--- config.mk ---
export PLATFORM = sky130hd
export DESIGN_NAME = midi_voice_alloc
export DESIGN_NICKNAME = d
export VERILOG_FILES = /design/src/rtl/midi_pkg.sv /design/src/rtl/midi_voice_select.sv /design/src/rtl/midi_voice_alloc.sv
export SDC_FILE = /design/constraint.sdc
export NUM_CORES = 1
export LEC_CHECK = 0
export ABC_AREA = 1
export BUFFER_PORTS_ARGS = -buffer_cell sky130_fd_sc_hd__buf_4
export CORE_AREA = 2 2 105 87
export DETAILED_ROUTE_END_ITERATION = 16
export DIE_AREA = 0 0 107 89
export HOLD_SLACK_MARGIN = 0.12
export PLACE_DENSITY = 0.87
export REMOVE_ABC_BUFFERS = 1
export SYNTH_ARGS = -nofsm -noshare
export SYNTH_HDL_FRONTEND = slang
export SYNTH_SLANG_ARGS = --single-unit
--- constraint.sdc ---
create_clock -name clck -period 6.6 [get_ports clck]
set_clock_uncertainty 0.15 [all_clocks]
set_input_delay 0.66 -clock clck [delete_from_list [all_inputs] [get_ports clck]]
set_output_delay 0.66 -clock clck [all_outputs]
set_load 0.01 [all_outputs]
--- src/rtl/midi_pkg.sv ---
// Shared constants and enums for the MIDI voice allocator: status nibbles,
// the two "all off" controller numbers and the parser/running-status encodings.
package midi_pkg;

  localparam logic [3:0] NIB_NOTE_OFF = 4'h8;
  localparam logic [3:0] NIB_NOTE_ON  = 4'h9;
  localparam logic [3:0] NIB_CC       = 4'hB;

  localparam logic [6:0] CC_ALL_NOTES_OFF = 7'd123;
  localparam logic [6:0] CC_ALL_SOUND_OFF = 7'd120;

  typedef enum logic [1:0] {
    P_IDLE,
    P_WAIT_D1,
    P_WAIT_D2
  } parse_state_t;

  typedef enum logic [2:0] {
    RS_NONE,
    RS_OFF,
    RS_ON,
    RS_CC,
    RS_IGNORE
  } run_status_t;

endpackage

--- src/rtl/midi_voice_select.sv ---
// Combinational voice lookup: active voice holding the requested note, lowest
// free voice, and the oldest voice (largest age, lowest index on ties).
module midi_voice_select #(
  parameter int NUM_VOICES = 4,
  parameter int AGE_W      = 4
) (
  input  logic [NUM_VOICES-1:0]            voice_on,
  input  logic [NUM_VOICES-1:0][6:0]       notes,
  input  logic [NUM_VOICES-1:0][AGE_W-1:0] ages,
  input  logic [6:0]                       req_note,
  output logic                             hit,
  output logic [2:0]                       hit_idx,
  output logic                             free,
  output logic [2:0]                       free_idx,
  output logic [2:0]                       oldest_idx
);

  logic [AGE_W-1:0] best_age;

  // Ascending scan with first-found flags gives lowest-index priority everywhere.
  always_comb begin
    hit        = 1'b0;
    hit_idx    = 3'd0;
    free       = 1'b0;
    free_idx   = 3'd0;
    oldest_idx = 3'd0;
    best_age   = ages[0];
    for (int i = 0; i < NUM_VOICES; i++) begin
      if (voice_on[i] && notes[i] == req_note && !hit) begin
        hit     = 1'b1;
        hit_idx = 3'(i);
      end
      if (!voice_on[i] && !free) begin
        free     = 1'b1;
        free_idx = 3'(i);
      end
      if (ages[i] > best_age) begin
        best_age   = ages[i];
        oldest_idx = 3'(i);
      end
    end
  end

endmodule

--- src/rtl/midi_voice_alloc.sv ---
// MIDI channel-voice parser with running status feeding a fixed pool of voice
// slots; notes take a retriggered, free or oldest (stolen) voice.
module midi_voice_alloc
  import midi_pkg::*;
#(
  parameter int NUM_VOICES = 4,
  parameter int CHANNEL    = 0,
  parameter int AGE_W      = 4
) (
  input  logic                    clck,
  input  logic                    rst,
  input  logic                    byte_valid,
  input  logic [7:0]              byte_data,
  input  logic                    frame_err,
  output logic [NUM_VOICES-1:0]   voice_on,
  output logic [7*NUM_VOICES-1:0] voice_note,
  output logic [7*NUM_VOICES-1:0] voice_vel,
  output logic                    alloc_pulse,
  output logic [2:0]              alloc_idx,
  output logic                    steal_pulse
);

  parse_state_t state, state_next;
  run_status_t  rs, rs_next;
  logic [6:0]   d1, d1_next;
  logic         exec;

  logic [NUM_VOICES-1:0]            on_q;
  logic [NUM_VOICES-1:0][6:0]       note_q;
  logic [NUM_VOICES-1:0][6:0]       vel_q;
  logic [NUM_VOICES-1:0][AGE_W-1:0] age_q;

  logic       hit, free;
  logic [2:0] hit_idx, free_idx, oldest_idx, sel_idx;
  logic       do_on, do_off, do_clear, steal;
  logic [6:0] d2;

  assign d2 = byte_data[6:0];

  always_ff @(posedge clck or posedge rst) begin
    if (rst) begin
      state <= P_IDLE;
      rs    <= RS_NONE;
      d1    <= 7'd0;
    end else begin
      state <= state_next;
      rs    <= rs_next;
      d1    <= d1_next;
    end
  end

  // Realtime bytes (F8-FF) fall through every branch and leave the parser untouched.
  always_comb begin
    state_next = state;
    rs_next    = rs;
    d1_next    = d1;
    exec       = 1'b0;
    if (byte_valid) begin
      if (frame_err) begin
        state_next = P_IDLE;
        rs_next    = RS_NONE;
      end else if (byte_data[7]) begin
        if (byte_data[7:4] == 4'hF) begin
          if (!byte_data[3]) begin
            state_next = P_IDLE;
            rs_next    = RS_NONE;
          end
        end else begin
          state_next = P_WAIT_D1;
          rs_next    = RS_IGNORE;
          if (byte_data[3:0] == 4'(CHANNEL)) begin
            case (byte_data[7:4])
              NIB_NOTE_OFF: rs_next = RS_OFF;
              NIB_NOTE_ON:  rs_next = RS_ON;
              NIB_CC:       rs_next = RS_CC;
              default:      rs_next = RS_IGNORE;
            endcase
          end
        end
      end else begin
        case (state)
          P_WAIT_D1: begin
            d1_next    = d2;
            state_next = P_WAIT_D2;
          end
          P_WAIT_D2: begin
            exec       = 1'b1;
            state_next = P_WAIT_D1;
          end
          default: state_next = P_IDLE;
        endcase
      end
    end
  end

  midi_voice_select #(
    .NUM_VOICES(NUM_VOICES),
    .AGE_W     (AGE_W)
  ) u_select (
    .voice_on  (on_q),
    .notes     (note_q),
    .ages      (age_q),
    .req_note  (d1),
    .hit       (hit),
    .hit_idx   (hit_idx),
    .free      (free),
    .free_idx  (free_idx),
    .oldest_idx(oldest_idx)
  );

  assign do_on    = exec && rs == RS_ON && d2 != 7'd0;
  assign do_off   = exec && (rs == RS_OFF || (rs == RS_ON && d2 == 7'd0));
  assign do_clear = exec && rs == RS_CC &&
                    (d1 == CC_ALL_NOTES_OFF || d1 == CC_ALL_SOUND_OFF);
  assign steal    = !hit && !free;
  assign sel_idx  = hit ? hit_idx : (free ? free_idx : oldest_idx);

  // Free voices keep their note/velocity but restart their age at zero.
  always_ff @(posedge clck or posedge rst) begin
    if (rst) begin
      on_q        <= '0;
      note_q      <= '0;
      vel_q       <= '0;
      age_q       <= '0;
      alloc_pulse <= 1'b0;
      alloc_idx   <= 3'd0;
      steal_pulse <= 1'b0;
    end else begin
      alloc_pulse <= 1'b0;
      steal_pulse <= 1'b0;
      if (do_on) begin
        alloc_pulse <= 1'b1;
        alloc_idx   <= sel_idx;
        steal_pulse <= steal;
        for (int v = 0; v < NUM_VOICES; v++) begin
          if (sel_idx == 3'(v)) begin
            on_q[v]   <= 1'b1;
            note_q[v] <= d1;
            vel_q[v]  <= d2;
            age_q[v]  <= '0;
          end else if (on_q[v] && age_q[v] != '1) begin
            age_q[v] <= age_q[v] + AGE_W'(1);
          end
        end
      end else if (do_off && hit) begin
        for (int v = 0; v < NUM_VOICES; v++) begin
          if (hit_idx == 3'(v)) begin
            on_q[v]  <= 1'b0;
            age_q[v] <= '0;
          end
        end
      end else if (do_clear) begin
        on_q  <= '0;
        age_q <= '0;
      end
    end
  end

  assign voice_on   = on_q;
  assign voice_note = note_q;
  assign voice_vel  = vel_q;

endmodule

==> flow_metrics.env, run 1 <==
export IMPL_regArea_um2=2300
export IMPL_vias=4675
export IMPL_syn_inst=668
export IMPL_ys_ff_latch=92
export IMPL_setup_tns_ps=0
export IMPL_path_clk_slew_ps=100
export IMPL_postRouteAntennaNets=0
export IMPL_finalCritPeriodShare_pct=77.4
export IMPL_arrival_ps=5230
export IMPL_synth_cell_types=37
export IMPL_setup_viol=0
export IMPL_cts_setup_buffers=0
export IMPL_synth_area_um2=5150
export IMPL_combPwrFrac_pct=11.8
export IMPL_grt_pass1_wl_mm=21.2
export IMPL_end_kind="flip-flop"
export IMPL_multi_input_area_um2=2360
export IMPL_cp_start_kind="flip-flop"
export IMPL_hold_viol=0
export IMPL_die_y_um=89
export IMPL_synth_ff_type="dfrtp_1"
export IMPL_clkPwrFrac_pct=33.4
export IMPL_crit_type="reg2reg"
export IMPL_outcome="finished clean"
export IMPL_die_w_um=107
export IMPL_switching_share_pct=31.7
export IMPL_seqPwrFrac_pct=54.9
export IMPL_first_pass_iters=5
export IMPL_drt_iter0_markers=301
export IMPL_track_usage_pct=28.3
export IMPL_portBuffers=75
export IMPL_utilization_pct=70.5
export IMPL_diodes=0
export IMPL_h_tree_depth=3
export IMPL_cts_sinks=92
export IMPL_fmax_ghz=0.196
export IMPL_worst_r2r_cell_count=24
export IMPL_fillCellCount=652
export IMPL_wl_met2_mm=5.99
export IMPL_drv_slew=0
export IMPL_cts_tree="built"
export IMPL_drive_gt1_share_pct=18.6
export IMPL_cp_max_fo=29
export IMPL_rsz0062_at_grt="false"
export IMPL_p_leak_uw=0.00324
export IMPL_synth_edf_count=0
export IMPL_dp_hpwl_mm=9.30
export IMPL_core_area_um2=8370
export IMPL_postRouteWirelength_mm=12.8
export IMPL_grt_pass1_vias=4464
export IMPL_io_pin_count=77
export IMPL_p_switching_uw=356
export IMPL_wl_met1_mm=5.61
export IMPL_clockBufferDepth=2
export IMPL_cts_made_buffers=9
export IMPL_cts_resized=0
export IMPL_peakVddDrop_mv=0.123
export IMPL_vias_per_cell=5.49
export IMPL_drc_errors=0
export IMPL_grt_max_degree=54
export IMPL_p_per_area_nw_per_um2=190
export IMPL_min_period_ps=5110
export IMPL_syn_avg_cell_area_um2=7.71
export IMPL_root_buffer="clkbuf_8"
export IMPL_yosysWarnings=0
export IMPL_holdCritPathClass="in2async"
export IMPL_wl_met3_mm=1.00
export IMPL_start_util_pct=61.6
export IMPL_rows=30
export IMPL_maxCapViolations=0
export IMPL_antenna_found_initial=0
export IMPL_syn2layout_area_growth_pct=14.5
export IMPL_finalNetCount=763
export IMPL_highest_layer="met4"
export IMPL_dieArea_um2=9520
export IMPL_wl_per_cell_um=15.0
export IMPL_slew_headroom_pct=52.8
export IMPL_gp_congestion=0.899
export IMPL_cell_internal_pwr_uw=767
export IMPL_whs_ps=199
export IMPL_ys_seq_area_share_pct=44.7
export IMPL_synth_async_reset_ratio_pct=100
export IMPL_clock_latency_ps=380
export IMPL_gr_total_overflow=0
export IMPL_worst_slew_pin_slew_ps=706
export IMPL_worstPathRequired_ps=6720
export IMPL_cts_hold_buf=0
-- per-stage QoR --
stage / setup slack, ps / instance area, µm² / total power (µW) / cells
finish: 1490 / 5900 / 1120 / 852
CTS: 1570 / 5900 / 1120 / 852
global route: 877 / 5900 / 1170 / 852
global placement: 1980 / 5710 / 753 / 836
detailed placement: 1600 / 5710 / 758 / 836
floorplan: 2450 / 5000 / 712 / 648
-- sequential cells by signal (all words and copies together), names as in the netlist --
signal,count
voice_note,28
state,2
voice_on,4
steal_pulse,1
voice_vel,28
age_q,16
alloc_pulse,1
rs,3
d1,7
alloc_idx,2
-- cell usage in the layout (no fill, tap or decap), types with 9 or more instances in the layout --
cell,Yosys,layout
a21oi_1,17,17
ha_1,16,16
nand2_1,227,227
nand2_2,10,10
clkbuf_8,0,9
o21ai_2,10,10
buf_4,7,76
dfrtp_1,92,92
nand4_1,19,19
nor2_1,34,34
o21ai_1,14,14
inv_1,77,76
nand3_1,31,31
o21ai_0,50,50
-- cells by family after synthesis --
logic type	synth area share [%]
AO/OA/AOI/OAI	11.0
buffers and inverters	9.57
AND/OR/NAND/NOR	28.6
other	0.0728
adder cells (fa/ha/maj)	3.89
flip-flops	44.7
XOR/XNOR	2.21
-- layout make-up --
cell class | instances | share of cell area, %
clock buffers | 9 | 2.10
repair buffers | 76 | 9.67
flip-flops and latches | 92 | 39.0
clock inverters | 7 | 1.08
inverters | 87 | 5.77
multi-input cells | 469 | 40.0
well taps | 112 | 2.38
-- power by group through the flow --
stage	clock (µW)	combinational, µW	sequential (µW)
2_1_floorplan	0	97.2	615
3_3_place_gp	0	129	625
3_5_place_dp	0	132	626
4_1_cts	377	132	615
5_1_grt	402	151	620
6_report	375	132	617
-- worst paths after layout --
check | startpoint | end | slack [ps]
worst max-delay path | age_q[1] | voice_note[22] | 1490
worst min register to register | alloc_idx[1] | alloc_idx[1] | 350
worst min-delay path | rst | voice_vel[6] | 200
max in group asynchronous | rst | voice_note[6] | 4960
worst max register to register | age_q[1] | voice_note[22] | 1490
min in group clck | byte_data[2] | voice_vel[2] | 350
-- synthesized netlist by cell type (2+ instances only) --
library cell | number | area [µm²]
a21boi_0 | 2 | 15.0
a21oi_1 | 17 | 85.1
a21oi_2 | 3 | 26.3
buf_2 | 4 | 20.0
buf_4 | 7 | 52.6
buf_6 | 6 | 67.6
clkbuf_2 | 2 | 10.0
dfrtp_1 | 92 | 2300
ha_1 | 16 | 200
inv_1 | 77 | 289
inv_2 | 5 | 18.8
inv_4 | 5 | 31.3
nand2_1 | 227 | 852
nand2_2 | 10 | 62.6
nand2_4 | 2 | 22.5
nand3_1 | 31 | 155
nand3_2 | 3 | 30.0
nand4_1 | 19 | 119
nor2_1 | 34 | 128
nor2_2 | 3 | 18.8
nor2_4 | 2 | 22.5
nor3_1 | 3 | 15.0
o21ai_0 | 50 | 250
o21ai_1 | 14 | 70.1
o21ai_2 | 10 | 87.6
o31ai_1 | 2 | 15.0
xnor2_1 | 5 | 43.8
xor2_1 | 8 | 70.1
-- worst max-delay path: stages (launching register included) --
cell and delay (ps):
dfrtp_1 420, inv_1 100, ha_1 300, nand2_1 50, nand2_1 60, nand2_1 50, a21oi_1 340, inv_1 140
o21ai_0 300, ha_1 310, nand2_1 80, nand2_1 50, nand2_1 50, nand2_1 40, nand2_1 200, o21ai_0 140
ha_1 320, inv_1 40, nor2_1 70, o21ai_0 70, nand2_1 80, a21oi_1 110, o21ai_2 550, nand3_2 600
o21ai_0 370
-- metal layers --
metal / GRT usage [%] / vias to the layer above
li1: - / 2264
met5: 0 / -
met2: 46.6 / 203
met4: 9.09 / 0
met1: 37.9 / 2185
met3: 6.27 / 23
No activity file was read; power rests on OpenSTA's default activity.
==> run 2: changes to the inputs <==
ABC_AREA = 0   (was 1)
CORE_AREA = 2 2 109 90   (was 2 2 105 87)
DIE_AREA = 0 0 111 92   (was 0 0 107 89)
PLACE_DENSITY = 0.81   (was 0.87)
clock period = 4.8 ns   (was 6.6 ns; I/O delays follow)
==> run 2 against run 1 <==
  * The run now ends with negative setup slack left
  * Die area up 7.2%
  * Clock power increased by 95%
  * Via count decreased by 7.4%
  * Non-clock buffer count increased by 55
  * Total power is 66% higher
  * Sequential share of layout area decreased by 4.8 points
  * Sequential cell count stayed put
  * Wire length rose by 17%
  * Count of clock-buffer cells in the layout increased by 1
  * Critical path type unchanged
  * Highest routed layer unchanged
==> flow_metrics.env, run 2 <==
export IMPL_outcome="finished with violations"
export IMPL_violations="negative setup slack"
export IMPL_worst_path_most_repeated_cell="buf_4"
export IMPL_placed_area_um2=5890
export IMPL_dieArea_um2=10200
export IMPL_grt_max_degree=52
export IMPL_rows=32
export IMPL_grt_met2_usage_pct=45.2
export IMPL_p_per_area_nw_per_um2=277
export IMPL_rsz0062_at_grt="true"
export IMPL_worstPathRequired_ps=4870
export IMPL_io_pin_count=77
export IMPL_drc_errors=0
export IMPL_hold_viol=0
export IMPL_worst_r2r_endpoint="voice_note[2]"
export IMPL_synth_edf_count=0
export IMPL_worst_slew_pin_slew_ps=823
export IMPL_drt_iter0_markers=311
export IMPL_finalCritPeriodShare_pct=117
export IMPL_h_tree_depth=3
export IMPL_wl_per_cell_um=21.6
export IMPL_yosysWarnings=0
export IMPL_fin_total_pwr_uw=1860
export IMPL_postRouteAntennaNets=0
export IMPL_p_leak_uw=0.00330
export IMPL_slew_headroom_pct=45.1
export IMPL_cts_tree="built"
export IMPL_root_buffer="clkbuf_16"
export IMPL_arrival_ps=5700
export IMPL_track_usage_pct=27.5
export IMPL_vias=4328
export IMPL_yosysMostFrequentCell="dfrtp_1"
export IMPL_grt_busiest_layer="met2"
export IMPL_first_pass_iters=5
export IMPL_grt_pass1_wl_mm=22.1
export IMPL_antenna_found_initial=0
export IMPL_die_y_um=92
export IMPL_synth_ff_type="dfrtp_1"
export IMPL_worst_r2r_cell_count=23
export IMPL_holdPathEnd="voice_vel[9]"
export IMPL_yosysTopAreaCell="dfrtp_1"
export IMPL_maxCapViolations=0
export IMPL_synth_area_um2=5090
export IMPL_die_w_um=111
export IMPL_ys_ff_latch=92
export IMPL_setup_viol=78
export IMPL_ff2ff_setup_slack_ps=-820
export IMPL_hold_depth=2
export IMPL_synth_async_reset_ratio_pct=100
export IMPL_setup_ws_ps=-825
export IMPL_portBuffers=75
export IMPL_drv_slew=0
export IMPL_netlist_top_cells_area="dfrtp_1, mux2_2, mux2_4"
export IMPL_cts_sinks=92
export IMPL_ys_seq_area_share_pct=45.2
export IMPL_crit_type="reg2reg"
export IMPL_start_util_pct=55.0
export IMPL_core_area_um2=9250
export IMPL_syn_avg_cell_area_um2=11.4
export IMPL_cp_num_buf_inv=5
export IMPL_fmax_ghz=0.178
export IMPL_gp_congestion=0.910
export IMPL_path_clk_slew_ps=70
export IMPL_synth_cell_types=64
export IMPL_final_common_cell="buf_4"
export IMPL_worstHoldStart="byte_data[2]"
export IMPL_syn_inst=447
export IMPL_peakVddDrop_mv=0.199
export IMPL_final_cell_mix="buf_4, dfrtp_1, nand2_1"
export IMPL_min_period_ps=5620
export IMPL_drive_gt1_share_pct=42.7
export IMPL_crit_cells=23
export IMPL_clockBufferDepth=2
export IMPL_postRouteWirelength_mm=14.9
export IMPL_crit_chain="inv_2 -> ha_4 -> nand2_1 -> o21ai_2 -> o211ai_1 -> buf_4 -> nand2_1 -> o21ai_0 -> ha_1 -> and3b_4 -> a2111oi_4 -> buf_4 -> buf_4 -> o31ai_1 -> ha_1 -> and4b_2 -> a2111oi_4 -> a211o_1 -> o211ai_1 -> a311oi_2 -> and3_1 -> buf_12 -> mux2_1"
export IMPL_r2r_start="age_q[2]"
export IMPL_dp_hpwl_mm=8.91
export IMPL_finalNetCount=594
export IMPL_syn2layout_area_growth_pct=32.0
export IMPL_cpLargestDelayFamily="compound AO/OA/AOI/OAI gates"
export IMPL_holdCritPathClass="in2reg"
export IMPL_grt_use_met1_pct=34.3
export IMPL_fin_area_um2=6720
export IMPL_end_kind="flip-flop"
export IMPL_cts_made_buffers=9
export IMPL_diodes=0
export IMPL_cp_start_kind="flip-flop"
export IMPL_grt_util_met3_pct=9.52
export IMPL_gr_total_overflow=0
export IMPL_grt_pass1_vias=4200
export IMPL_slowest_stage="a311oi_2"
export IMPL_cp_max_fo=15
export IMPL_synth_top_cell_area_share_pct=45.2
export IMPL_setup_tns_ps=-52140
export IMPL_synthTopCellsByCount="dfrtp_1, mux2_2, nand2_1"
export IMPL_cpPeakStageDelay_ps=410
export IMPL_vias_per_cell=6.27
export IMPL_clock_latency_ps=350
-- run 2: report_power, final --
group	switching, µW	internal, µW
logic	135	125
clock network	320	411
registers	77.3	794
total	532	1330
-- run 2: worst max path at each step --
stage	end	from
6_report	voice_note[2]	age_q[2]
4_1_cts	voice_vel[18]	age_q[2]
2_1_floorplan	voice_note[24]	age_q[2]
5_1_grt	voice_note[2]	age_q[2]
3_3_place_gp	voice_vel[11]	age_q[2]
3_5_place_dp	voice_vel[11]	age_q[2]
-- run 2: layout make-up --
type	instances	area [µm²]
Multi-Input combinational cell	316	2790
Fill cell	562	2530
Sequential cell	92	2300
Timing Repair Buffer	131	1120
Clock buffer	10	229
Tap cell	119	149
Clock inverter	6	71.3
Inverter	16	61.3
-- run 2: what timing repair did --
item                                   4_1_cts  5_1_grt
endpoints found under the hold margin       25        0
pin swaps                                   25       23
setup buffers                               13       15
setup endpoints to repair                   78       78
hold buffers                                 1        0
gates cloned                                 2        0
resized for setup                           45       30
-- run 2: stage by stage --
step	hold slack (ps)	setup WS, ps	util, %	cells
floorplan	291	-1020	-	424
global placement	318	-592	63.7	648
detailed placement	320	-878	63.7	648
CTS	267	-362	70.4	679
global route	263	-863	72.7	690
finish	269	-825	72.7	690
-- run 2: kinds of logic (layout without fill, tap and decap cells) --
logic type	count (synthesis)	after routing	synth area share, %
simple gates	122	122	13.2
flops	92	92	45.2
compound gates	80	80	11.8
mux	67	67	16.1
buf+inv	39	163	4.45
xor+xnor	30	30	5.16
fa+ha+maj	16	16	3.93
other cells	1	1	0.0737
-- run 2: routing by layer --
metal | share of wire (%) | up-vias
li1 | - | 1865
met1 | 39 | 2106
met2 | 47 | 285
met3 | 11 | 72
met4 | 4.1 | 0
met5 | 0 | -
